==> src/rtl/dma_pkg.sv <==
// Shared types and constants for the multi-channel DMA controller.
// Holds the FSM state encoding, transfer direction codes and default widths.
package dma_pkg;

    typedef enum logic [1:0] {
        ST_IDLE    = 2'd0,
        ST_REQ     = 2'd1,
        ST_XFER    = 2'd2,
        ST_RELEASE = 2'd3
    } dma_state_t;

    localparam logic DIR_IO2MEM = 1'b0;
    localparam logic DIR_MEM2IO = 1'b1;

    localparam int DEF_NUM_CH = 4;
    localparam int DEF_ADDR_W = 10;
    localparam int DEF_CNT_W  = 10;

endpackage

==> src/rtl/dma_multi_channel_ctrl_if.sv <==
// System-side bus of the DMA controller: DREQ/DACK toward devices, HRQ/HLDA toward
// the CPU, plus the address buses and transfer strobes driven while holding the bus.
interface dma_multi_channel_ctrl_if #(
    parameter int NUM_CH = 4,
    parameter int ADDR_W = 10
);
    // Handshakes: HRQ is a level request held until HLDA is seen high; the bus is
    // owned only while both are high. DREQ is a level request answered by DACK for
    // the whole block, after which DREQ is no longer sampled for that block.
    logic [NUM_CH-1:0] DREQ;
    logic              HLDA;
    logic              HRQ;
    logic [NUM_CH-1:0] DACK;
    logic [ADDR_W-1:0] MEM_ADDR;
    logic [ADDR_W-1:0] IO_ADDR;
    logic              IOR;
    logic              IOW;
    logic              MEMR;
    logic              MEMW;
    logic              EOP_N;

    modport master (
        input  DREQ, HLDA,
        output HRQ, DACK, MEM_ADDR, IO_ADDR, IOR, IOW, MEMR, MEMW, EOP_N
    );

    modport slave (
        output DREQ, HLDA,
        input  HRQ, DACK, MEM_ADDR, IO_ADDR, IOR, IOW, MEMR, MEMW, EOP_N
    );

endinterface

==> src/rtl/dma_arbiter.sv <==
// Channel arbiter: request vector in, one-hot grant out. DMA_RR_ARB_EN selects
// round-robin (pointer moves on block completion); otherwise fixed priority, ch0 first.
module dma_arbiter #(
    parameter int NUM_CH = 4
) (
    input  logic                      clk,
    input  logic                      rst_n,
    input  logic [NUM_CH-1:0]         req,
    input  logic                      upd,
    input  logic [$clog2(NUM_CH)-1:0] upd_ch,
    output logic [NUM_CH-1:0]         gnt
);

    localparam int CH_W = $clog2(NUM_CH);

`ifdef DMA_RR_ARB_EN
    logic [CH_W-1:0] last_q;

    // Reset to the top channel so channel 0 is first in line after reset.
    always_ff @(posedge clk or negedge rst_n) begin
        if (!rst_n) begin
            last_q <= CH_W'(NUM_CH - 1);
        end else if (upd) begin
            last_q <= upd_ch;
        end
    end

    always_comb begin
        int  idx;
        logic found;
        gnt   = '0;
        found = 1'b0;
        idx   = 0;
        for (int k = 1; k <= NUM_CH; k++) begin
            idx = (int'(last_q) + k) % NUM_CH;
            if (!found && req[idx]) begin
                gnt[idx] = 1'b1;
                found    = 1'b1;
            end
        end
    end
`else
    logic unused_rr;
    assign unused_rr = ^{clk, rst_n, upd, upd_ch};

    always_comb begin
        gnt = '0;
        for (int k = NUM_CH - 1; k >= 0; k--) begin
            if (req[k]) gnt = NUM_CH'(1) << k;
        end
    end
`endif

endmodule

==> src/rtl/dma_multi_channel_ctrl.sv <==
// Multi-channel block DMA controller: arbitrates armed DREQs, takes the bus via
// HRQ/HLDA and moves one word per cycle. Arbitration mode follows DMA_RR_ARB_EN.
module dma_multi_channel_ctrl
    import dma_pkg::*;
#(
    parameter int NUM_CH = DEF_NUM_CH,
    parameter int ADDR_W = DEF_ADDR_W,
    parameter int CNT_W  = DEF_CNT_W
) (
    input  logic                      CLK,
    input  logic                      RST_N,
    input  logic                      CFG_WE,
    input  logic [$clog2(NUM_CH)-1:0] CFG_CH,
    input  logic [ADDR_W-1:0]         CFG_MEM_ADDR,
    input  logic [ADDR_W-1:0]         CFG_IO_ADDR,
    input  logic [CNT_W-1:0]          CFG_COUNT,
    input  logic                      CFG_DIR,
    output logic [NUM_CH-1:0]         DONE,
    input  logic [NUM_CH-1:0]         DONE_CLR,
    dma_multi_channel_ctrl_if.master  bus,
    output dma_state_t                dbg_state
);

    localparam int CH_W = $clog2(NUM_CH);

    logic [ADDR_W-1:0] mem_addr_q [NUM_CH];
    logic [ADDR_W-1:0] io_addr_q  [NUM_CH];
    logic [CNT_W-1:0]  count_q    [NUM_CH];
    logic [NUM_CH-1:0] dir_q;
    logic [NUM_CH-1:0] armed;
    logic [NUM_CH-1:0] req;
    logic [NUM_CH-1:0] gnt_oh;
    logic [CH_W-1:0]   gnt_idx;
    logic [CH_W-1:0]   grant_q;
    dma_state_t        state_q, state_d;
    logic              issue, latch_grant, last_word, blk_done, chan_busy;

    always_comb begin
        for (int i = 0; i < NUM_CH; i++) armed[i] = (count_q[i] != '0);
    end
    assign req = armed & bus.DREQ;

    dma_arbiter #(.NUM_CH(NUM_CH)) u_arb (
        .clk    (CLK),
        .rst_n  (RST_N),
        .req    (req),
        .upd    (blk_done),
        .upd_ch (grant_q),
        .gnt    (gnt_oh)
    );

    always_comb begin
        gnt_idx = '0;
        for (int i = 0; i < NUM_CH; i++) begin
            if (gnt_oh[i]) gnt_idx = CH_W'(i);
        end
    end

    always_ff @(posedge CLK or negedge RST_N) begin
        if (!RST_N) state_q <= ST_IDLE;
        else        state_q <= state_d;
    end

    // Entering XFER always moves a word; a cycle in XFER whose count is already
    // zero means the last word went out on the previous edge.
    always_comb begin
        state_d     = state_q;
        issue       = 1'b0;
        latch_grant = 1'b0;
        case (state_q)
            ST_IDLE: begin
                if (|req) begin
                    state_d     = ST_REQ;
                    latch_grant = 1'b1;
                end
            end
            ST_REQ: begin
                if (bus.HLDA) begin
                    state_d = ST_XFER;
                    issue   = 1'b1;
                end
            end
            ST_XFER: begin
                if (count_q[grant_q] == '0) state_d = ST_RELEASE;
                else if (bus.HLDA)          issue   = 1'b1;
                else                        state_d = ST_REQ;
            end
            ST_RELEASE: begin
                if (!bus.HLDA) state_d = ST_IDLE;
            end
            default: state_d = ST_IDLE;
        endcase
    end

    assign last_word = (count_q[grant_q] == CNT_W'(1));
    assign blk_done  = issue && last_word;
    assign chan_busy = (state_q != ST_IDLE);
    assign dbg_state = state_q;

    always_ff @(posedge CLK or negedge RST_N) begin
        if (!RST_N) begin
            for (int i = 0; i < NUM_CH; i++) begin
                mem_addr_q[i] <= '0;
                io_addr_q[i]  <= '0;
                count_q[i]    <= '0;
            end
            dir_q   <= '0;
            grant_q <= '0;
            DONE    <= '0;
        end else begin
            for (int i = 0; i < NUM_CH; i++) begin
                if (CFG_WE && CFG_CH == CH_W'(i) && !(chan_busy && grant_q == CH_W'(i))) begin
                    mem_addr_q[i] <= CFG_MEM_ADDR;
                    io_addr_q[i]  <= CFG_IO_ADDR;
                    count_q[i]    <= CFG_COUNT;
                    dir_q[i]      <= CFG_DIR;
                end else if (issue && grant_q == CH_W'(i)) begin
                    mem_addr_q[i] <= mem_addr_q[i] + ADDR_W'(1);
                    io_addr_q[i]  <= io_addr_q[i] + ADDR_W'(1);
                    count_q[i]    <= count_q[i] - CNT_W'(1);
                end
                if (blk_done && grant_q == CH_W'(i)) DONE[i] <= 1'b1;
                else if (DONE_CLR[i])                DONE[i] <= 1'b0;
            end
            if (latch_grant) grant_q <= gnt_idx;
        end
    end

    always_ff @(posedge CLK or negedge RST_N) begin
        if (!RST_N) begin
            bus.HRQ      <= 1'b0;
            bus.DACK     <= '0;
            bus.MEM_ADDR <= '0;
            bus.IO_ADDR  <= '0;
            bus.IOR      <= 1'b0;
            bus.IOW      <= 1'b0;
            bus.MEMR     <= 1'b0;
            bus.MEMW     <= 1'b0;
            bus.EOP_N    <= 1'b1;
        end else begin
            bus.HRQ   <= (state_d == ST_REQ) || (state_d == ST_XFER);
            bus.DACK  <= (state_d == ST_XFER) ? (NUM_CH'(1) << grant_q) : '0;
            bus.IOR   <= issue && (dir_q[grant_q] == DIR_IO2MEM);
            bus.MEMW  <= issue && (dir_q[grant_q] == DIR_IO2MEM);
            bus.MEMR  <= issue && (dir_q[grant_q] == DIR_MEM2IO);
            bus.IOW   <= issue && (dir_q[grant_q] == DIR_MEM2IO);
            bus.EOP_N <= !blk_done;
            if (issue) begin
                bus.MEM_ADDR <= mem_addr_q[grant_q];
                bus.IO_ADDR  <= io_addr_q[grant_q];
            end
        end
    end

endmodule
==> src/flat_wrapper.sv <==
// flat-port wrapper written by rule: the top's interface ports become plain ports
module dma_multi_channel_ctrl_flat import dma_pkg::*;
#(
    parameter int NUM_CH = DEF_NUM_CH,
    parameter int ADDR_W = DEF_ADDR_W,
    parameter int CNT_W  = DEF_CNT_W
)
  (CLK, RST_N, CFG_WE, CFG_CH, CFG_MEM_ADDR, CFG_IO_ADDR, CFG_COUNT, CFG_DIR, DONE, DONE_CLR, dbg_state, bus_DREQ, bus_HLDA, bus_HRQ, bus_DACK, bus_MEM_ADDR, bus_IO_ADDR, bus_IOR, bus_IOW, bus_MEMR, bus_MEMW, bus_EOP_N);
  dma_multi_channel_ctrl_if #(.NUM_CH(NUM_CH), .ADDR_W(ADDR_W)) bus_i ();
  input  logic CLK;
  input  logic RST_N;
  input  logic CFG_WE;
  input  logic [$clog2(NUM_CH)-1:0] CFG_CH;
  input  logic [ADDR_W-1:0] CFG_MEM_ADDR;
  input  logic [ADDR_W-1:0] CFG_IO_ADDR;
  input  logic [CNT_W-1:0] CFG_COUNT;
  input  logic CFG_DIR;
  output logic [NUM_CH-1:0] DONE;
  input  logic [NUM_CH-1:0] DONE_CLR;
  output dma_state_t dbg_state;
  input wire logic [$bits(bus_i.DREQ)-1:0] bus_DREQ;
  input wire logic [$bits(bus_i.HLDA)-1:0] bus_HLDA;
  output wire logic [$bits(bus_i.HRQ)-1:0] bus_HRQ;
  output wire logic [$bits(bus_i.DACK)-1:0] bus_DACK;
  output wire logic [$bits(bus_i.MEM_ADDR)-1:0] bus_MEM_ADDR;
  output wire logic [$bits(bus_i.IO_ADDR)-1:0] bus_IO_ADDR;
  output wire logic [$bits(bus_i.IOR)-1:0] bus_IOR;
  output wire logic [$bits(bus_i.IOW)-1:0] bus_IOW;
  output wire logic [$bits(bus_i.MEMR)-1:0] bus_MEMR;
  output wire logic [$bits(bus_i.MEMW)-1:0] bus_MEMW;
  output wire logic [$bits(bus_i.EOP_N)-1:0] bus_EOP_N;
  assign bus_i.DREQ = bus_DREQ;
  assign bus_i.HLDA = bus_HLDA;
  assign bus_HRQ = bus_i.HRQ;
  assign bus_DACK = bus_i.DACK;
  assign bus_MEM_ADDR = bus_i.MEM_ADDR;
  assign bus_IO_ADDR = bus_i.IO_ADDR;
  assign bus_IOR = bus_i.IOR;
  assign bus_IOW = bus_i.IOW;
  assign bus_MEMR = bus_i.MEMR;
  assign bus_MEMW = bus_i.MEMW;
  assign bus_EOP_N = bus_i.EOP_N;
  dma_multi_channel_ctrl #(.NUM_CH(NUM_CH), .ADDR_W(ADDR_W), .CNT_W(CNT_W)) u_core (.CLK(CLK), .RST_N(RST_N), .CFG_WE(CFG_WE), .CFG_CH(CFG_CH), .CFG_MEM_ADDR(CFG_MEM_ADDR), .CFG_IO_ADDR(CFG_IO_ADDR), .CFG_COUNT(CFG_COUNT), .CFG_DIR(CFG_DIR), .DONE(DONE), .DONE_CLR(DONE_CLR), .bus(bus_i), .dbg_state(dbg_state));
endmodule
==> config.mk <==
export PLATFORM = sky130hd
export DESIGN_NAME = dma_multi_channel_ctrl_flat
export DESIGN_NICKNAME = d
export VERILOG_FILES = /design/src/rtl/dma_pkg.sv /design/src/rtl/dma_multi_channel_ctrl_if.sv /design/src/rtl/dma_arbiter.sv /design/src/rtl/dma_multi_channel_ctrl.sv /design/src/flat_wrapper.sv
export SDC_FILE = /design/constraint.sdc
export NUM_CORES = 1
export LEC_CHECK = 0
export CAP_MARGIN = 20
export CORE_ASPECT_RATIO = 1.2
export CORE_UTILIZATION = 40
export DETAILED_ROUTE_END_ITERATION = 12
export GPL_ROUTABILITY_DRIVEN = 0
export HOLD_SLACK_MARGIN = 0.08
export SLEW_MARGIN = 20
export SYNTH_ARGS = -nofsm -noshare
export SYNTH_HDL_FRONTEND = slang
export SYNTH_SLANG_ARGS = --single-unit
==> constraint.sdc <==
create_clock -name CLK -period 3.4 [get_ports CLK]
set_input_delay 0.68 -clock CLK [delete_from_list [all_inputs] [get_ports CLK]]
set_output_delay 0.68 -clock CLK [all_outputs]
set_load 0.01 [all_outputs]
==> results.py <==
metrics = {
    "detailed_routing": {
        "routed_wl_um": 26500,
        "via_per_inst": 5.47,
        "vias": 7466,
        "first_pass_iters": 6,
        "drtIter0Drc": 439,
        "wl_met2_um": 13300,
        "ant_nets": 0,
        "routed-wl-met3_um": 947,
        "drc": 0,
        "top_layer_used": "met4",
        "wl_met1_um": 11600,
        "routedWlPerCell_um": 19.4,
    },
    "global_route": {
        "grt_pass1_wl_um": 42300,
        "grt-ovfl-total": 0,
        "grtUsageTotal_pct": 23.3,
        "grt_antenna_before_repair": 0,
        "grt_pass1_vias": 7472,
        "grt_max_degree": 74,
    },
    "cts": {
        "worst_skew_pair.late_latency_ns": 0.43,
        "clock_sinks": 160,
        "cts_hold_buf": 0,
        "clk_pin_slew_ns": 0.06,
        "h-tree-depth": 4,
        "clockBufferDepth": 2,
        "cts_resized": 0,
        "cts_setup_buffers": 0,
        "cts_tree": "done",
        "cts_root_buf": "clkbuf_16",
        "cts_made_buffers": 17,
    },
    "final_layout": {
        "drive_gt1_share_pct": 13.6,
        "nets": 1105,
        "fin_area_um2": 11200,
        "register_area_um2": 4010,
        "multi_input_area_um2": 4940,
        "utilization_pct": 49.3,
        "layoutNonFillerInstCount": 1365,
        "diodes": 0,
        "fillCellCount": 2134,
        "area_delta_synth_final_pct": 19.4,
    },
    "timing": {
        "timing.fmax_mhz": 340,
        "finalSetupViolCount": 0,
        "hold_violations": 0,
        "rsz0062_at_grt": "false",
        "final_max_slew_viol_count": 0,
        "finalCriticalPeriod_ns": 2.94,
        "fin_tns_setup_ns": 0,
        "skew_ns": 0.00919,
        "fin_crit_sh_pct": 86.5,
        "max_slew.worst_pin.slew_ns": 1.11,
        "slew_headroom_pct": 25.6,
        "holdWs_ns": 0.278,
        "fin_ws_ns": 0.460,
    },
    "min_path": {
        "hp-class": "in2async",
    },
    "synthesis": {
        "synth_nets": 1028,
        "ys_warn_count": 0,
        "synth-main-ff-cell": "dfrtp_1",
        "seq_area_frac_synth_pct": 42.8,
        "ys_types": 65,
        "ys_ff_latch": 160,
        "async_flop_share_pct": 100,
        "syn_area_um2": 9350,
        "synth_edf_count": 0,
        "syn_inst": 966,
        "syn-mean-instance-area_um2": 9.68,
    },
    "die": {
        "io_pins": 81,
        "start_util_pct": 41.2,
        "die_area_um2": 24000,
        "die_w_um": 142,
        "core_um2": 22700,
        "rows": 60,
        "dieHeight_um": 169,
    },
    "run": {
        "max_cap_violations": 0,
    },
    "worst_setup_path": {
        "cpMaxStageDelayCell": "o31ai_4",
        "cp_num_buf_inv": 2,
        "rr_worst_depth": 8,
        "crit_required_ns": 3.71,
        "startpoint": "u_core.grant_q[1]",
        "critical_path.top_delay_family": "compound AO/OA/AOI/OAI gates",
        "arrival_ns": 3.25,
        "r2r_start": "u_core.grant_q[1]",
        "r2r_slack_ns": 0.46,
        "timing.rr.end": "u_core.mem_addr_q[29]",
        "cp_max_fo": 13,
        "cp_cell_sequence": "buf_4 > nor4b_1 > o22ai_2 > o31ai_4 > buf_4 > nor3_1 > nor4b_1 > a211o_1",
        "start_kind": "register",
        "end_kind": "register",
        "crit_path_max_incr_delay_ns": 0.59,
        "crit_path_end": "u_core.mem_addr_q[29]",
        "path_class": "reg2reg",
        "path_depth": 8,
    },
    "placement": {
        "dp_hpwl_um": 19000,
        "dpl_cell_area_um2": 10600,
        "placed_cells": 1334,
        "pre_cts_slack_ns": 0.396,
        "port_buffers": 80,
    },
    "pwr": {
        "max-vdd-ir-drop_v": 0.000350,
        "leakagePower_nw": 4.22,
        "finalPower_mw": 9.83,
        "pwr_density_cell_nw_per_um2": 880,
    },
    "outcome": {
        "status": "finished, final reports clean",
    },
}
==> sequential cells by signal (all words and copies together) (netlist names) <==
signal	cells
u_core.grant_q	2
u_core.dir_q	4
u_core.io_addr_q	40
u_core.DONE	4
u_core.bus.DACK	4
u_core.dbg_state	2
u_core.count_q	40
u_core.bus.EOP_N	1
u_core.mem_addr_q	40
u_core.bus.IOR	1
u_core.bus.IOW	1
u_core.bus.MEM_ADDR	10
u_core.bus.IO_ADDR	10
u_core.bus.HRQ	1
==> how the worst min path moves through the flow <==
| stage | from | end | slack, ns | depth (start not counted) |
|---|---|---|---|---|
| after floorplan | RST_N | u_core.DONE[0] | 0.38 | 0 |
| after global placement | u_core.dir_q[1] | u_core.dir_q[1] | 0.46 | 2 |
| after detailed placement | u_core.dir_q[1] | u_core.dir_q[1] | 0.46 | 2 |
| after CTS | RST_N | u_core.count_q[25] | 0.30 | 1 |
| after global routing | RST_N | u_core.count_q[25] | 0.32 | 1 |
| final | RST_N | u_core.count_q[25] | 0.28 | 1 |
==> cell usage in the layout, fill, tap and decap left out, drive strengths merged, types with 8 or more instances in the layout <==
| master | count |
|---|---|
| dfrtp | 159 |
| nand2 | 152 |
| o21ai | 108 |
| xnor2 | 96 |
| clkdlybuf4s50 | 79 |
| nor4 | 51 |
| inv | 40 |
| buf | 36 |
| nor3 | 35 |
| mux2 | 26 |
| nand3 | 25 |
| mux4 | 22 |
| clkbuf | 20 |
| nor2 | 20 |
| ha | 17 |
| a21oi | 13 |
| nand4 | 13 |
| or3 | 13 |
| mux2i | 12 |
| and3 | 11 |
| or2 | 10 |
| or4 | 10 |
| nor3b | 8 |
==> cell families after synthesis <==
family | count (synthesis) | share of synthesized area, %
adders and majority gates | 17 | 2.27
xor gates and xnor gates | 97 | 9.09
AOI/OAI and AO/OA | 166 | 10.5
muxes | 60 | 10.5
buffers and inverters | 97 | 4.50
DFF | 160 | 42.8
and+or+nand+nor | 369 | 20.3
==> cell usage after synthesis (8+ instances only) <==
cell / number / area [µm²]
o21ai_1: 10 / 50.1
and3_1: 11 / 68.8
or2_2: 10 / 62.6
mux4_2: 22 / 495
nand2_1: 152 / 571
dfrtp_1: 159 / 3980
nor2_1: 16 / 60.1
mux2i_1: 12 / 120
nor3_1: 34 / 170
nand3_1: 25 / 125
inv_1: 40 / 150
or4_1: 8 / 60.1
a21oi_1: 13 / 65.1
ha_1: 17 / 213
mux2_4: 19 / 285
xnor2_1: 96 / 841
or3_1: 13 / 81.3
nor4_1: 51 / 319
clkbuf_1: 38 / 143
o21ai_0: 98 / 490
nand4_1: 13 / 81.3
==> report_power, final <==
part,internal (mW),switching [mW]
logic,2.07,2.06
registers,2.72,0.938
clock network,1.24,0.795
total,6.03,3.80
==> cell type report <==
type / count / area share, %
Clock inverter: 11 / 1.47
Clock buffer: 20 / 4.00
Timing Repair Buffer: 115 / 9.65
Multi-Input combinational cell: 709 / 44.2
Tap cell: 310 / 3.47
Inverter: 40 / 1.34
Sequential cell: 160 / 35.9
==> routing by layer <==
layer | vias to the layer above | GRT usage, %
met3 | 34 | 3.22
li1 | 3590 | -
met5 | - | 0
met4 | 0 | 8.46
met1 | 3671 | 29.6
met2 | 171 | 40.3
(Power assumes the default switching activity.)
